==> config.mk <==
export PLATFORM = sky130hd
export DESIGN_NAME = fifo_to_sd
export DESIGN_NICKNAME = d
export VERILOG_FILES = /design/src/rtl/fifo_to_sd_pkg.sv /design/src/rtl/fifo_byte_stager.sv /design/src/rtl/fifo_to_sd.sv
export SDC_FILE = /design/constraint.sdc
export NUM_CORES = 1
export LEC_CHECK = 0
export ABC_AREA = 1
export CORE_MARGIN = 2
export CORE_UTILIZATION = 40
export CTS_CLUSTER_SIZE = 24
export DETAILED_ROUTE_END_ITERATION = 6
export HOLD_SLACK_MARGIN = 0.08
export MAX_ROUTING_LAYER = met4
export PLACE_DENSITY = 0.75
export SYNTH_ARGS = -nofsm -noshare
export SYNTH_HDL_FRONTEND = slang
export SYNTH_HIERARCHICAL = 1
export SYNTH_SLANG_ARGS = --single-unit
==> constraint.sdc <==
create_clock -name clk_in -period 1.2 [get_ports clk_in]
set_clock_uncertainty 0.1 [all_clocks]
set_input_delay 0.24 -clock clk_in [delete_from_list [all_inputs] [get_ports clk_in]]
set_output_delay 0.24 -clock clk_in [all_outputs]
set_load 0.02 [all_outputs]
==> src/rtl/fifo_to_sd_pkg.sv <==
// Shared types and defaults for the FIFO-to-SD block writer.
// Optional build macro used by the top: FIFO_TO_SD_UNDERRUN_CNT_EN.
package fifo_to_sd_pkg;

  typedef enum logic [1:0] {
    IDLE               = 2'd0,
    REQUEST_WRITE_WAIT = 2'd1,
    WRITE_BYTES        = 2'd2
  } state_t;

  localparam int         BLOCK_BYTES_DEF = 512;
  localparam logic [7:0] PAD_BYTE_DEF    = 8'h00;

endpackage

==> src/rtl/fifo_byte_stager.sv <==
// One-byte prefetch stage in front of a 1-cycle-latency FIFO: pops a byte
// ahead of the SD byte strobe so it is ready when the controller asks for it.
module fifo_byte_stager (
  input  logic       clk_in,
  input  logic       reset_in,
  input  logic       enable,
  input  logic       consume_evt,
  input  logic       take,
  input  logic       fifo_empty,
  input  logic [7:0] fifo_dout,
  output logic       fifo_read_enable,
  output logic [7:0] staged_byte,
  output logic       staged_valid
);

  logic       rd_en_q, rd_en_d;
  logic       capture_q, capture_d;
  logic       fetch_pending_q, fetch_pending_d;
  logic       staged_valid_q, staged_valid_d;
  logic [7:0] staged_byte_q, staged_byte_d;

  // fetch_pending covers both the pop cycle and the data-return cycle, so at
  // most one byte is ever in flight or staged.
  always_comb begin
    rd_en_d         = 1'b0;
    capture_d       = rd_en_q;
    fetch_pending_d = fetch_pending_q;
    staged_valid_d  = staged_valid_q;
    staged_byte_d   = staged_byte_q;

    if (take) begin
      staged_valid_d = 1'b0;
    end

    if (capture_q) begin
      staged_byte_d   = fifo_dout;
      staged_valid_d  = 1'b1;
      fetch_pending_d = 1'b0;
    end

    if (enable && !staged_valid_q && !fetch_pending_q && !fifo_empty && !consume_evt) begin
      rd_en_d         = 1'b1;
      fetch_pending_d = 1'b1;
    end
  end

  always_ff @(posedge clk_in) begin
    if (reset_in) begin
      rd_en_q         <= 1'b0;
      capture_q       <= 1'b0;
      fetch_pending_q <= 1'b0;
      staged_valid_q  <= 1'b0;
      staged_byte_q   <= 8'h00;
    end else begin
      rd_en_q         <= rd_en_d;
      capture_q       <= capture_d;
      fetch_pending_q <= fetch_pending_d;
      staged_valid_q  <= staged_valid_d;
      staged_byte_q   <= staged_byte_d;
    end
  end

  assign fifo_read_enable = rd_en_q;
  assign staged_byte      = staged_byte_q;
  assign staged_valid     = staged_valid_q;

endmodule

==> src/rtl/fifo_to_sd.sv <==
// Drains a byte FIFO into the SD controller block-write port, one block per start.
// Optional macro FIFO_TO_SD_UNDERRUN_CNT_EN adds a saturating padded-byte counter.
module fifo_to_sd
  import fifo_to_sd_pkg::*;
#(
  parameter int         BLOCK_BYTES = BLOCK_BYTES_DEF,
  parameter logic [7:0] PAD_BYTE    = PAD_BYTE_DEF
) (
  input  logic        clk_in,
  input  logic        reset_in,
  input  logic        store_fifo,
  input  logic [31:0] write_addr,
  input  logic        sd_write_accepted,
  input  logic        sd_ready_for_next_byte,
  input  logic [7:0]  fifo_dout,
  input  logic        fifo_empty,
  output logic        request_sd_write,
  output logic [31:0] sd_addr,
  output logic [7:0]  sd_din,
  output logic        fifo_read_enable,
  output logic        busy,
`ifdef FIFO_TO_SD_UNDERRUN_CNT_EN
  output logic [15:0] underrun_count,
`endif
  output logic        done
);

  localparam int             CW       = $clog2(BLOCK_BYTES + 1);
  localparam logic [CW-1:0]  LAST_IDX = CW'(BLOCK_BYTES - 1);

  state_t         state_q, state_d;
  logic           request_q, request_d;
  logic [31:0]    addr_q, addr_d;
  logic [7:0]     din_q, din_d;
  logic           done_q, done_d;
  logic [CW-1:0]  count_q, count_d;
  logic           ready_old_q, ready_old_d;
  logic           consume_evt, take;
  logic           staged_valid;
  logic [7:0]     staged_byte;
`ifdef FIFO_TO_SD_UNDERRUN_CNT_EN
  logic [15:0]    underrun_q, underrun_d;
`endif

  assign ready_old_d = sd_ready_for_next_byte;
  assign consume_evt = sd_ready_for_next_byte && !ready_old_q;
  assign take        = consume_evt && (state_q == WRITE_BYTES);

  fifo_byte_stager u_stager (
    .clk_in           (clk_in),
    .reset_in         (reset_in),
    .enable           (state_q != IDLE),
    .consume_evt      (consume_evt),
    .take             (take),
    .fifo_empty       (fifo_empty),
    .fifo_dout        (fifo_dout),
    .fifo_read_enable (fifo_read_enable),
    .staged_byte      (staged_byte),
    .staged_valid     (staged_valid)
  );

  always_comb begin
    state_d   = state_q;
    request_d = request_q;
    addr_d    = addr_q;
    din_d     = din_q;
    done_d    = 1'b0;
    count_d   = count_q;
`ifdef FIFO_TO_SD_UNDERRUN_CNT_EN
    underrun_d = underrun_q;
`endif

    unique case (state_q)
      IDLE: begin
        if (store_fifo) begin
          state_d   = REQUEST_WRITE_WAIT;
          request_d = 1'b1;
          addr_d    = write_addr;
          count_d   = '0;
`ifdef FIFO_TO_SD_UNDERRUN_CNT_EN
          underrun_d = 16'h0000;
`endif
        end
      end
      REQUEST_WRITE_WAIT: begin
        if (sd_write_accepted) begin
          request_d = 1'b0;
          state_d   = WRITE_BYTES;
        end
      end
      WRITE_BYTES: begin
        // A strobe that finds nothing staged (empty FIFO or fetch still in flight) gets padding.
        if (consume_evt) begin
          din_d   = staged_valid ? staged_byte : PAD_BYTE;
          count_d = count_q + CW'(1);
`ifdef FIFO_TO_SD_UNDERRUN_CNT_EN
          if (!staged_valid && (underrun_q != 16'hFFFF)) begin
            underrun_d = underrun_q + 16'd1;
          end
`endif
          if (count_q == LAST_IDX) begin
            done_d  = 1'b1;
            state_d = IDLE;
          end
        end
      end
      default: state_d = IDLE;
    endcase
  end

  always_ff @(posedge clk_in) begin
    ready_old_q <= ready_old_d;
    if (reset_in) begin
      state_q   <= IDLE;
      request_q <= 1'b0;
      addr_q    <= 32'h0;
      din_q     <= PAD_BYTE;
      done_q    <= 1'b0;
      count_q   <= '0;
`ifdef FIFO_TO_SD_UNDERRUN_CNT_EN
      underrun_q <= 16'h0000;
`endif
    end else begin
      state_q   <= state_d;
      request_q <= request_d;
      addr_q    <= addr_d;
      din_q     <= din_d;
      done_q    <= done_d;
      count_q   <= count_d;
`ifdef FIFO_TO_SD_UNDERRUN_CNT_EN
      underrun_q <= underrun_d;
`endif
    end
  end

  assign request_sd_write = request_q;
  assign sd_addr          = addr_q;
  assign sd_din           = din_q;
  assign done             = done_q;
  assign busy             = (state_q != IDLE);
`ifdef FIFO_TO_SD_UNDERRUN_CNT_EN
  assign underrun_count   = underrun_q;
`endif

endmodule
==> impl_metrics.xml, run 1 <==
<?xml version="1.0" encoding="UTF-8"?>
<metrics>
  <group name="clocking">
    <metric name="maximum_buffer_depth_of_the_clock_tree" unit="">2</metric>
    <metric name="cts.sinks" unit="">67</metric>
    <metric name="cts_max_level" unit="">3</metric>
    <metric name="cts_tree" unit="">done</metric>
    <metric name="cts.reportedPaths.clkPinSlew" unit="ns">0.07</metric>
    <metric name="postCtsHoldBufs" unit="">0</metric>
    <metric name="cts-root-buf" unit="">sky130_fd_sc_hd__clkbuf_8</metric>
    <metric name="cts_made_buffers" unit="">9</metric>
    <metric name="worstSkewPairLatency" unit="ns">0.33</metric>
  </group>
  <group name="floorplan">
    <metric name="row_count" unit="">29</metric>
    <metric name="floorplan.die.width" unit="microns">85.1</metric>
    <metric name="die_height" unit="microns">85.1</metric>
    <metric name="boundaryPins" unit="">90</metric>
    <metric name="core_region_area" unit="sq um">6350</metric>
    <metric name="initial_core_util" unit="%">41.4</metric>
    <metric name="floorplan.die_area" unit="sq um">7230</metric>
  </group>
  <group name="setup_path">
    <metric name="crit_arrival" unit="ns">1.50</metric>
    <metric name="cp-start-kind" unit="">register</metric>
    <metric name="crit_top_cell" unit="">sky130_fd_sc_hd__nand2_4</metric>
    <metric name="worstSetupPathType" unit="">reg2reg</metric>
    <metric name="timing.critical_path.required" unit="ns">1.34</metric>
    <metric name="critPathSlowestCell" unit="">sky130_fd_sc_hd__dfxtp_2</metric>
    <metric name="worstPathBufferInverterCount" unit="">3</metric>
    <metric name="crit_path_max_incr_delay" unit="ns">0.36</metric>
    <metric name="cp_max_fo" unit="">3</metric>
    <metric name="critical_path.endpoint_type" unit="">register</metric>
    <metric name="cell_type_group_with_the_largest_total_delay_on_the_critical_path" unit="">simple AND/OR/NAND/NOR gates</metric>
    <metric name="timing.critical_path.cells" unit="">inv_4 -&gt; buf_6 -&gt; nor2_4 -&gt; nand2_4 -&gt; nand2_4 -&gt; nand2_4 -&gt; inv_4 -&gt; nand3_2 -&gt; nor2_1 -&gt; nor2_1</metric>
  </group>
  <group name="synth">
    <metric name="postSynthNetCount" unit="">376</metric>
    <metric name="synth.avg_cell_area" unit="sq um">7.99</metric>
    <metric name="synth_xor_area_share" unit="%">0</metric>
    <metric name="yosys-mux-area-fraction" unit="%">0</metric>
    <metric name="synth_top_cell_area_share" unit="%">51.0</metric>
    <metric name="post_synth_and_or_nand_nor_area_fraction" unit="%">28.6</metric>
    <metric name="ys_seq_area_share" unit="%">51.0</metric>
    <metric name="synth-adder-area-share" unit="%">0.476</metric>
    <metric name="synthCells" unit="">329</metric>
    <metric name="synth.yosys.warnings" unit="">6</metric>
    <metric name="yosys_register_bits" unit="">67</metric>
    <metric name="synthTopCellsByArea" unit="">sky130_fd_sc_hd__dfxtp_1 51%, sky130_fd_sc_hd__nor2_1 11%, sky130_fd_sc_hd__o21ai_0 8.2%</metric>
    <metric name="yosys.area.top_type" unit="">sky130_fd_sc_hd__dfxtp_1</metric>
    <metric name="post_synthesis_instance_area" unit="sq um">2630</metric>
    <metric name="synth_cell_type_count" unit="">27</metric>
    <metric name="main_combinational_cell_family_by_area_after_synthesis" unit="">simple AND/OR/NAND/NOR gates</metric>
    <metric name="synth-compound-area-share" unit="%">13.7</metric>
  </group>
  <group name="power">
    <metric name="irDropWorstVdd" unit="V">0.00137</metric>
    <metric name="power_leakage" unit="nW">1.84</metric>
    <metric name="power_density" unit="nW/um^2">1370</metric>
  </group>
  <group name="grt">
    <metric name="maximum_number_of_pins_on_one_net_before_global_route_repair" unit="">42</metric>
    <metric name="grt_antenna_before_repair" unit="">0</metric>
    <metric name="grt_pass1_wl" unit="mm">11.5</metric>
    <metric name="track_usage" unit="%">20.4</metric>
    <metric name="grt.overflow.total" unit="">0</metric>
    <metric name="first_global_vias" unit="">2455</metric>
  </group>
  <group name="sta">
    <metric name="finalSetupViolCount" unit="">52</metric>
    <metric name="max_freq" unit="MHz">735</metric>
    <metric name="layout_worst_path_cycle_share" unit="%">113</metric>
    <metric name="worst-slew-pin-transition" unit="ns">0.411</metric>
    <metric name="finalMaxSlewViolations" unit="">0</metric>
    <metric name="worst_slack" unit="ns">-0.160</metric>
    <metric name="max_slew_margin" unit="%">72.5</metric>
    <metric name="unrepaired_setup_endpoints_after_global_routing" unit="">yes</metric>
    <metric name="final-hold-violation-count" unit="">0</metric>
    <metric name="fin_hold_ws" unit="ns">0.301</metric>
    <metric name="period_minus_slack" unit="ns">1.36</metric>
  </group>
  <group name="min_path">
    <metric name="hold_path_class" unit="">in2reg</metric>
  </group>
  <group name="cells_and_area">
    <metric name="drive_gt1_share" unit="%">46.2</metric>
    <metric name="post-route-util" unit="%">69.8</metric>
    <metric name="fillCellCount" unit="">485</metric>
    <metric name="antenna_cells_inserted" unit="">0</metric>
    <metric name="nets" unit="">507</metric>
    <metric name="area_growth" unit="%">68.7</metric>
  </group>
  <group name="placed_design">
    <metric name="place_congestion" unit="">0.774</metric>
    <metric name="port-buffer-count" unit="">89</metric>
    <metric name="hpwlAfterDp" unit="mm">4.34</metric>
  </group>
  <group name="drt">
    <metric name="drt_drc_violations_left" unit="">0</metric>
    <metric name="routed_wire_length_per_instance" unit="microns">13.7</metric>
    <metric name="firstDrtPassIters" unit="">5</metric>
    <metric name="wirelength" unit="mm">7.45</metric>
    <metric name="vias" unit="">2616</metric>
    <metric name="ant_nets" unit="">0</metric>
    <metric name="drtIter0Drc" unit="">153</metric>
    <metric name="vias_per_cell" unit="">4.83</metric>
  </group>
  <group name="status">
    <metric name="violations" unit="">negative setup slack</metric>
    <metric name="status" unit="">complete, but fails checks</metric>
  </group>
  <group name="flow_run">
    <metric name="max_capacitance_violation_count" unit="">0</metric>
  </group>
</metrics>
routing by layer:
metal | GRT usage [%] | routed length, microns
met4 | 6.35 | 104
met2 | 32.7 | 3840
met1 | 25.3 | 3140
met5 | - | 0
met3 | 4.96 | 369
metrics by stage:
step	power [mW]	area [sq um]	setup slack, ns	setup TNS (ns)	std cells
after floorplan	2.97	2660	-0.0146	-0.0301	329
after global placement	3.48	3780	-0.410	-21.20	506
after detailed placement	3.49	3780	-0.441	-22.35	506
after CTS	5.86	4040	-0.136	-2.83	530
after global routing	6.35	4430	-0.251	-7.80	542
final	6.09	4430	-0.160	-4.03	542
power by group:
group	switching (mW)	leakage [nW]	internal [mW]	total, mW
clock network	0.902	0.123	1.44	2.34
logic	0.618	1.16	0.663	1.28
registers	0.0932	0.562	2.37	2.46
synth_stat cells, drive strengths merged:
cell	n
dfxtp	67
ha	1
nand3b	2
a21oi	21
clkbuf	5
nor2	83
buf	8
nand4	2
or2	1
nor3	2
nand3	15
inv	22
o21ai	44
nand2	56
final timing paths:
check                                             from                             to  slack [ns]  cells after the start
setup / recovery               state_q[1]$_SDFFE_PP0P_        count_q[8]$_SDFFE_PP0P_       -0.16                     10
hold / removal                  sd_ready_for_next_byte            ready_old_q$_DFF_P_        0.30                      1
setup reg to reg               state_q[1]$_SDFFE_PP0P_        count_q[8]$_SDFFE_PP0P_       -0.16                     10
hold reg to reg   u_stager/fifo_read_enable$_SDFF_PP0_  u_stager/capture_q$_SDFF_PP0_        0.33                      2
cell families (layout without fill, tap and decap cells):
| kind of cell | Yosys count | after routing |
|---|---|---|
| flops | 67 | 67 |
| simple gates | 161 | 161 |
| compound gates | 65 | 65 |
| fa+ha+maj | 1 | 1 |
| buf+inv | 35 | 171 |
state kept, by name (all words and copies together) (netlist names):
register / cells
done: 1
count_q: 10
u_stager/fifo_read_enable: 1
sd_din: 8
state_q: 2
ready_old_q: 1
u_stager/fetch_pending_q: 1
u_stager/capture_q: 1
u_stager/staged_valid: 1
u_stager/staged_byte: 8
request_sd_write: 1
sd_addr: 32
cell type report:
| cell class | instances | area, sq um | area share [%] |
|---|---|---|---|
| clock buffer | 10 | 138 | 3.10 |
| clock inverter | 6 | 111 | 2.51 |
| inverter | 22 | 97.6 | 2.20 |
| multi-input combinational | 227 | 1320 | 29.8 |
| sequential | 67 | 1390 | 31.4 |
| tap | 77 | 96.3 | 2.17 |
| timing repair buffer | 133 | 1280 | 28.8 |
layout by cell type (no fill, tap or decap), types with 11 or more instances in the layout:
cell type | Yosys | final
sky130_fd_sc_hd__a21oi_2 | 9 | 11
sky130_fd_sc_hd__nor2_2 | 1 | 18
sky130_fd_sc_hd__dfxtp_2 | 0 | 33
sky130_fd_sc_hd__inv_1 | 17 | 16
sky130_fd_sc_hd__nor2_1 | 77 | 48
sky130_fd_sc_hd__buf_4 | 4 | 67
sky130_fd_sc_hd__o21ai_0 | 43 | 34
sky130_fd_sc_hd__nand2_1 | 43 | 40
sky130_fd_sc_hd__clkdlybuf4s50_1 | 0 | 44
sky130_fd_sc_hd__dfxtp_1 | 67 | 32
sky130_fd_sc_hd__nor2_4 | 5 | 17
what timing repair did:
action,4_1_cts,5_1_grt
pin swaps,11,19
resized for setup,212,120
cloned,3,1
buffers inserted,5,12
endpoints found under the setup margin,96,95
hold endpoints to repair,0,0
(Power assumes the default switching activity.)
==> inputs of run 2 (changes only) <==
--- a/config.mk
+++ b/config.mk
@@ -17,3 +17,4 @@
 export SYNTH_HDL_FRONTEND = slang
 export SYNTH_HIERARCHICAL = 1
 export SYNTH_SLANG_ARGS = --single-unit
+export TNS_END_PERCENT = 1
==> run 2 against run 1 <==
Net effect: the run still ends with negative setup slack left; first-iteration DRC count decreased by 48%; critical path depth is the same; combinational power decreased by 22%; clock power barely moved; sequential share of layout area grew 2.8 points; critical endpoint is now count_q[6]$_SDFFE_PP0P_; highest routed layer unchanged.
==> impl_metrics.xml, run 2 (synthesis gave the netlist of run 1 again) <==
<?xml version="1.0" encoding="UTF-8"?>
<metrics>
  <group name="setup_path">
    <metric name="crit_path_max_incr_delay" unit="ns">0.34</metric>
    <metric name="worstPathBufferInverterCount" unit="">3</metric>
    <metric name="cp_max_fo" unit="">4</metric>
    <metric name="timing.critical_path.cells" unit="">inv_2 -&gt; buf_6 -&gt; nor2_4 -&gt; nand2_4 -&gt; nand2_4 -&gt; nand2_4 -&gt; nor2_1 -&gt; a21oi_1 -&gt; nand2_1 -&gt; inv_1</metric>
    <metric name="timing.critical_path.depth" unit="">10</metric>
    <metric name="cell_type_group_with_the_largest_total_delay_on_the_critical_path" unit="">simple AND/OR/NAND/NOR gates</metric>
    <metric name="critPathSlowestCell" unit="">sky130_fd_sc_hd__dfxtp_2</metric>
    <metric name="crit_arrival" unit="ns">1.50</metric>
    <metric name="ff2ff_path_depth" unit="">10</metric>
    <metric name="timing.critical_path.required" unit="ns">1.35</metric>
    <metric name="cp-start-kind" unit="">register</metric>
    <metric name="crit_top_cell" unit="">sky130_fd_sc_hd__nand2_4</metric>
    <metric name="critical_path.endpoint_type" unit="">register</metric>
    <metric name="worstSetupPathType" unit="">reg2reg</metric>
  </group>
  <group name="floorplan">
    <metric name="boundaryPins" unit="">90</metric>
    <metric name="die_height" unit="microns">85.1</metric>
    <metric name="core_region_area" unit="sq um">6350</metric>
    <metric name="floorplan.die.width" unit="microns">85.1</metric>
    <metric name="initial_core_util" unit="%">41.4</metric>
    <metric name="floorplan.die_area" unit="sq um">7230</metric>
    <metric name="row_count" unit="">29</metric>
  </group>
  <group name="drt">
    <metric name="drt_drc_violations_left" unit="">0</metric>
    <metric name="vias_per_cell" unit="">4.73</metric>
    <metric name="ant_nets" unit="">0</metric>
    <metric name="drtIter0Drc" unit="">79</metric>
    <metric name="routed_wire_length_per_instance" unit="microns">12.3</metric>
    <metric name="firstDrtPassIters" unit="">4</metric>
    <metric name="vias" unit="">2492</metric>
    <metric name="wirelength" unit="mm">6.49</metric>
  </group>
  <group name="clocking">
    <metric name="cts_made_buffers" unit="">9</metric>
    <metric name="cts.sinks" unit="">67</metric>
    <metric name="worstSkewPairLatency" unit="ns">0.35</metric>
    <metric name="maximum_buffer_depth_of_the_clock_tree" unit="">2</metric>
    <metric name="postCtsHoldBufs" unit="">0</metric>
    <metric name="cts.reportedPaths.clkPinSlew" unit="ns">0.08</metric>
    <metric name="cts_max_level" unit="">3</metric>
    <metric name="cts_tree" unit="">done</metric>
    <metric name="cts-root-buf" unit="">sky130_fd_sc_hd__clkbuf_8</metric>
  </group>
  <group name="sta">
    <metric name="max_slew_margin" unit="%">79.6</metric>
    <metric name="finalSetupViolCount" unit="">47</metric>
    <metric name="period_minus_slack" unit="ns">1.35</metric>
    <metric name="final.setup.tns" unit="ns">-2.99</metric>
    <metric name="worst-slew-pin-transition" unit="ns">0.305</metric>
    <metric name="finalMaxSlewViolations" unit="">0</metric>
    <metric name="layout_worst_path_cycle_share" unit="%">112</metric>
    <metric name="max_freq" unit="MHz">742</metric>
    <metric name="final-hold-violation-count" unit="">0</metric>
    <metric name="worst_slack" unit="ns">-0.148</metric>
    <metric name="fin_hold_ws" unit="ns">0.297</metric>
    <metric name="unrepaired_setup_endpoints_after_global_routing" unit="">yes</metric>
  </group>
  <group name="power">
    <metric name="power_density" unit="nW/um^2">1430</metric>
    <metric name="power_leakage" unit="nW">1.70</metric>
    <metric name="irDropWorstVdd" unit="V">0.00104</metric>
  </group>
  <group name="min_path">
    <metric name="instance_count_along_the_most_critical_hold_path" unit="">1</metric>
    <metric name="hold_path_class" unit="">in2reg</metric>
  </group>
  <group name="cells_and_area">
    <metric name="area_growth" unit="%">54.0</metric>
    <metric name="antenna_cells_inserted" unit="">0</metric>
    <metric name="drive_gt1_share" unit="%">36.2</metric>
    <metric name="fillCellCount" unit="">557</metric>
    <metric name="nets" unit="">492</metric>
    <metric name="largest_register_ffs" unit="">32</metric>
    <metric name="layout_common_cells" unit="">76 x sky130_fd_sc_hd__nor2_1, 59 x sky130_fd_sc_hd__buf_4, 45 x sky130_fd_sc_hd__clkdlybuf4s50_1</metric>
    <metric name="layout.cells.most_common" unit="">sky130_fd_sc_hd__nor2_1</metric>
  </group>
  <group name="grt">
    <metric name="grt_pass1_wl" unit="mm">11.0</metric>
    <metric name="grt.overflow.total" unit="">0</metric>
    <metric name="grtUsageMet1" unit="%">23.4</metric>
    <metric name="first_global_vias" unit="">2403</metric>
    <metric name="grt_antenna_before_repair" unit="">0</metric>
    <metric name="maximum_number_of_pins_on_one_net_before_global_route_repair" unit="">42</metric>
    <metric name="track_usage" unit="%">19.6</metric>
    <metric name="groute.layer.met2.usage" unit="%">31.2</metric>
    <metric name="peak_usage_layer_in_the_global_routing_report" unit="">met2</metric>
    <metric name="global_route.usage.met3" unit="%">5.84</metric>
  </group>
  <group name="placed_design">
    <metric name="port-buffer-count" unit="">89</metric>
    <metric name="hpwlAfterDp" unit="mm">4.52</metric>
    <metric name="place_congestion" unit="">0.869</metric>
  </group>
  <group name="flow_run">
    <metric name="max_capacitance_violation_count" unit="">0</metric>
  </group>
  <group name="status">
    <metric name="violations" unit="">negative setup slack</metric>
    <metric name="status" unit="">complete, but fails checks</metric>
  </group>
</metrics>
==> run 2: worst paths after layout <==
path / start / end / slack, ns
max: state_q[1]$_SDFFE_PP0P_ / count_q[6]$_SDFFE_PP0P_ / -0.15
min: sd_ready_for_next_byte / ready_old_q$_DFF_P_ / 0.30
max reg2reg: state_q[1]$_SDFFE_PP0P_ / count_q[6]$_SDFFE_PP0P_ / -0.15
min reg2reg: u_stager/fifo_read_enable$_SDFF_PP0_ / u_stager/capture_q$_SDFF_PP0_ / 0.34
==> run 2: power by group <==
part	switching [mW]	internal, mW
combinational	0.513	0.490
clock	0.931	1.40
sequential	0.0711	2.37
==> run 2: repair_timing <==
item,in CTS,in global routing
setup buffers,1,0
pin swaps,34,4
endpoints found under the setup margin,97,93
resized for setup,214,60
cloned,0,0
==> run 2: layout make-up <==
class | count | area, sq um | share of cell area [%]
clock buffer | 9 | 124 | 3.06
clock inverter | 7 | 124 | 3.06
inverter | 22 | 92.6 | 2.29
multi-input combinational | 227 | 1150 | 28.5
sequential | 67 | 1380 | 34.1
tap | 77 | 96.3 | 2.38
timing repair buffer | 118 | 1070 | 26.5
==> run 2: routing by layer <==
layer | share of wire, % | vias up
met3 | 5.9 | 7
met1 | 46 | 1130
li1 | - | 1286
met5 | 0 | -
met2 | 47 | 69
met4 | 1.5 | 0
==> run 2: per-stage QoR <==
stage / utilization (%) / instances / setup slack, ns / power [mW] / area (sq um)
after floorplan: - / 329 / -0.0399 / 2.96 / 2630
after global placement: 59.9 / 510 / -0.407 / 3.49 / 3810
after detailed placement: 59.9 / 510 / -0.490 / 3.51 / 3810
after CTS: 61.9 / 527 / -0.157 / 5.76 / 3930
after global routing: 63.7 / 527 / -0.257 / 6.03 / 4050
final: 63.7 / 527 / -0.148 / 5.77 / 4050
==> inputs of run 3 (changes only) <==
--- a/config.mk
+++ b/config.mk
@@ -7,14 +7,13 @@
 export LEC_CHECK = 0
 export ABC_AREA = 1
 export CORE_MARGIN = 2
-export CORE_UTILIZATION = 40
+export CORE_UTILIZATION = 48
 export CTS_CLUSTER_SIZE = 24
 export DETAILED_ROUTE_END_ITERATION = 6
 export HOLD_SLACK_MARGIN = 0.08
 export MAX_ROUTING_LAYER = met4
-export PLACE_DENSITY = 0.75
+export PLACE_DENSITY = 0.84
 export SYNTH_ARGS = -nofsm -noshare
 export SYNTH_HDL_FRONTEND = slang
-export SYNTH_HIERARCHICAL = 1
 export SYNTH_SLANG_ARGS = --single-unit
 export TNS_END_PERCENT = 1
==> constraint.sdc (replaced) <==
create_clock -name clk_in -period 1.6 [get_ports clk_in]
set_clock_uncertainty 0.1 [all_clocks]
set_input_delay 0.32 -clock clk_in [delete_from_list [all_inputs] [get_ports clk_in]]
set_output_delay 0.32 -clock clk_in [all_outputs]
set_load 0.02 [all_outputs]
==> run 3 against run 2 <==
Net effect: the flow now finishes without violations; synthesized cell count is 0.30% higher; clock power is 33% lower; utilization is 9.2 points higher; worst setup slack better by 0.27 ns; wire length is 0.66% higher; final cell count is 4.9% lower; sequential cell count stayed put; cell area is 7.3% lower; global-route usage is 4.4 points higher; worst hold slack better by 0.026 ns; combinational power is 26% lower; critical endpoint is now sd_din[5]; largest cell class unchanged; largest power group unchanged.
==> impl_metrics.xml, run 3 <==
<?xml version="1.0" encoding="UTF-8"?>
<metrics>
  <group name="drt">
    <metric name="highest_signal_layer" unit="">met4</metric>
    <metric name="drtIter0Drc" unit="">188</metric>
    <metric name="m1WireLength" unit="mm">2.72</metric>
    <metric name="wirelength" unit="mm">6.53</metric>
    <metric name="routed_wire_length_per_instance" unit="microns">13.0</metric>
    <metric name="drt_drc_violations_left" unit="">0</metric>
    <metric name="route.met3.wl" unit="microns">523</metric>
    <metric name="vias" unit="">2458</metric>
    <metric name="ant_nets" unit="">0</metric>
    <metric name="vias_per_cell" unit="">4.91</metric>
    <metric name="firstDrtPassIters" unit="">4</metric>
    <metric name="wl_met2" unit="mm">3.17</metric>
  </group>
  <group name="grt">
    <metric name="maximum_number_of_pins_on_one_net_before_global_route_repair" unit="">34</metric>
    <metric name="grt.overflow.total" unit="">0</metric>
    <metric name="track_usage" unit="%">24.0</metric>
    <metric name="grt_antenna_before_repair" unit="">0</metric>
    <metric name="grt_pass1_wl" unit="mm">10.9</metric>
    <metric name="first_global_vias" unit="">2355</metric>
  </group>
  <group name="placed_design">
    <metric name="place_congestion" unit="">0.841</metric>
    <metric name="dp_cells" unit="">486</metric>
    <metric name="placed_cell_area" unit="sq um">3580</metric>
    <metric name="hpwlAfterDp" unit="mm">4.42</metric>
    <metric name="port-buffer-count" unit="">89</metric>
  </group>
  <group name="power">
    <metric name="seq_power_share" unit="%">44.7</metric>
    <metric name="internal-power" unit="mW">3.05</metric>
    <metric name="netSwitchingFraction" unit="%">26.0</metric>
    <metric name="finalPower" unit="mW">4.13</metric>
    <metric name="power_leakage" unit="nW">1.71</metric>
    <metric name="power_density" unit="nW/um^2">1100</metric>
    <metric name="irDropWorstVdd" unit="V">0.000859</metric>
    <metric name="p_comb_share" unit="%">17.9</metric>
    <metric name="net_switching_power" unit="mW">1.07</metric>
    <metric name="clock_power_share" unit="%">37.4</metric>
  </group>
  <group name="cells_and_area">
    <metric name="antenna_cells_inserted" unit="">0</metric>
    <metric name="fillCellCount" unit="">435</metric>
    <metric name="largest_register_ffs" unit="">32</metric>
    <metric name="final_design_area_no_fill" unit="sq um">3750</metric>
    <metric name="layout.cells.most_common" unit="">sky130_fd_sc_hd__nor2_1</metric>
    <metric name="area_growth" unit="%">45.8</metric>
    <metric name="nets" unit="">475</metric>
    <metric name="final_cells" unit="">501</metric>
    <metric name="drive_gt1_share" unit="%">11.1</metric>
    <metric name="layout_common_cells" unit="">92 x sky130_fd_sc_hd__nor2_1, 67 x sky130_fd_sc_hd__dfxtp_1, 45 x sky130_fd_sc_hd__clkdlybuf4s50_1</metric>
  </group>
  <group name="setup_path">
    <metric name="cp-start-kind" unit="">register</metric>
    <metric name="timing.critical_path.cells" unit="">dlygate4sd2_1</metric>
    <metric name="cp_max_fo" unit="">2</metric>
    <metric name="critPathSlowestCell" unit="">sky130_fd_sc_hd__dfxtp_1</metric>
    <metric name="timing.critical_path.required" unit="ns">1.18</metric>
    <metric name="worstPathBufferInverterCount" unit="">1</metric>
    <metric name="crit_arrival" unit="ns">1.06</metric>
    <metric name="critical_path.endpoint_type" unit="">primary output</metric>
    <metric name="cell_type_group_with_the_largest_total_delay_on_the_critical_path" unit="">flip-flops</metric>
    <metric name="crit_path_max_incr_delay" unit="ns">0.36</metric>
    <metric name="worstSetupPathType" unit="">reg2out</metric>
  </group>
  <group name="clocking">
    <metric name="worstSkewPairLatency" unit="ns">0.34</metric>
    <metric name="cts.reportedPaths.clkPinSlew" unit="ns">0.07</metric>
    <metric name="cts_made_buffers" unit="">9</metric>
    <metric name="maximum_buffer_depth_of_the_clock_tree" unit="">2</metric>
    <metric name="cts_tree" unit="">done</metric>
    <metric name="cts-root-buf" unit="">sky130_fd_sc_hd__clkbuf_8</metric>
    <metric name="cts_max_level" unit="">3</metric>
    <metric name="cts.sinks" unit="">67</metric>
    <metric name="postCtsHoldBufs" unit="">0</metric>
  </group>
  <group name="flow_run">
    <metric name="max_capacitance_violation_count" unit="">0</metric>
  </group>
  <group name="sta">
    <metric name="worst-slew-pin-transition" unit="ns">0.337</metric>
    <metric name="finalMaxSlewViolations" unit="">0</metric>
    <metric name="finalSetupViolCount" unit="">0</metric>
    <metric name="max_freq" unit="MHz">676</metric>
    <metric name="unrepaired_setup_endpoints_after_global_routing" unit="">no</metric>
    <metric name="final-hold-violation-count" unit="">0</metric>
    <metric name="period_minus_slack" unit="ns">1.48</metric>
    <metric name="layout_worst_path_cycle_share" unit="%">92.5</metric>
    <metric name="max_slew_margin" unit="%">77.5</metric>
    <metric name="fin_hold_ws" unit="ns">0.322</metric>
  </group>
  <group name="synth">
    <metric name="postSynthNetCount" unit="">377</metric>
    <metric name="synth_top_flop_cell" unit="">sky130_fd_sc_hd__dfxtp_1</metric>
    <metric name="yosys.area.top_type" unit="">sky130_fd_sc_hd__dfxtp_1</metric>
    <metric name="synth.most_common_cell" unit="">sky130_fd_sc_hd__nor2_1</metric>
    <metric name="synthTopCellsByArea" unit="">sky130_fd_sc_hd__dfxtp_1 52%, sky130_fd_sc_hd__nor2_1 13%, sky130_fd_sc_hd__o21ai_0 8.4%</metric>
    <metric name="yosys_register_bits" unit="">67</metric>
    <metric name="synth.yosys.warnings" unit="">0</metric>
    <metric name="synth_top_cell_area_share" unit="%">52.2</metric>
    <metric name="post_synthesis_instance_area" unit="sq um">2570</metric>
    <metric name="synth.avg_cell_area" unit="sq um">7.79</metric>
    <metric name="synth_edf_count" unit="">0</metric>
    <metric name="ys_seq_area_share" unit="%">52.2</metric>
    <metric name="synth_async_sr_flop_share" unit="%">0</metric>
    <metric name="synth_cell_type_count" unit="">26</metric>
    <metric name="synthCells" unit="">330</metric>
    <metric name="ys_top_cells_by_count" unit="">92 x sky130_fd_sc_hd__nor2_1, 67 x sky130_fd_sc_hd__dfxtp_1, 43 x sky130_fd_sc_hd__o21ai_0</metric>
  </group>
  <group name="floorplan">
    <metric name="row_count" unit="">26</metric>
    <metric name="floorplan.die.width" unit="microns">77.2</metric>
    <metric name="floorplan.die_area" unit="sq um">5960</metric>
    <metric name="boundaryPins" unit="">90</metric>
    <metric name="core_region_area" unit="sq um">5140</metric>
    <metric name="die_height" unit="microns">77.2</metric>
    <metric name="initial_core_util" unit="%">50.0</metric>
  </group>
  <group name="min_path">
    <metric name="hold_path_class" unit="">reg2reg</metric>
  </group>
  <group name="status">
    <metric name="status" unit="">complete, no violations</metric>
  </group>
</metrics>
## run 3: area by class of cell
type | instances | area [sq um] | share of cell area (%)
sequential | 67 | 1340 | 35.8
multi-input combinational | 225 | 1060 | 28.4
timing repair buffer | 102 | 955 | 25.5
clock buffer | 12 | 155 | 4.14
tap | 70 | 87.6 | 2.34
inverter | 23 | 86.3 | 2.30
clock inverter | 2 | 60.1 | 1.60
## run 3: through the flow
| stage | TNS, ns | util, % | worst slack (ns) |
|---|---|---|---|
| finish | 0 | 72.9 | 0.120 |
| global route | 0 | 72.9 | 0.0202 |
| floorplan | 0 | - | 0.344 |
| CTS | -0.0312 | 72.9 | -0.0312 |
| detailed placement | -3.33 | 69.7 | -0.208 |
| global placement | -2.41 | 69.7 | -0.153 |
## run 3: per-layer routing
layer	global-route usage, %	up-vias
li1	-	1253
met1	27.6	1110
met2	38.1	83
met3	6.71	12
met4	12.5	0
met5	-	-
## run 3: final timing paths
kind / cells past startpoint / endpoint / slack [ns] / start
hold / removal: 2 / u_stager.capture_q$_SDFF_PP0_ / 0.32 / u_stager.fifo_read_enable$_SDFF_PP0_
setup / recovery: 1 / sd_din[5] / 0.12 / sd_din[5]$_SDFFE_PP0P_
setup reg to reg: 8 / state_q[1]$_SDFFE_PP0P_ / 0.16 / count_q[0]$_SDFFE_PP0P_
hold reg to reg: 2 / u_stager.capture_q$_SDFF_PP0_ / 0.32 / u_stager.fifo_read_enable$_SDFF_PP0_
## run 3: timing repair
action / 4_1_cts / 5_1_grt
pin swaps: 0 / 1
setup buffers: 0 / 1
endpoints found under the setup margin: 44 / 1
gates cloned: 0 / 0
gates resized for setup: 44 / 2
## run 3: cells by family (layout without fill, tap and decap cells)
logic type      count (synthesis)  after routing  share of synthesized area [%]
compound gates                 61             61                           13.0
simple gates                  163            163                           27.8
buf+inv                        38            139                           6.47
fa+ha+maj                       1              1                          0.487
flops                          67             67                           52.2
## run 3: power by group through the flow
| stage | Combinational, mW | Clock, mW | Sequential, mW |
|---|---|---|---|
| 6_report | 0.738 | 1.55 | 1.84 |
| 5_1_grt | 0.817 | 1.63 | 1.86 |
| 4_1_cts | 0.740 | 1.56 | 1.84 |
| 3_5_place_dp | 0.801 | 0 | 1.88 |
| 3_3_place_gp | 0.788 | 0 | 1.87 |
| 2_1_floorplan | 0.286 | 0 | 1.99 |
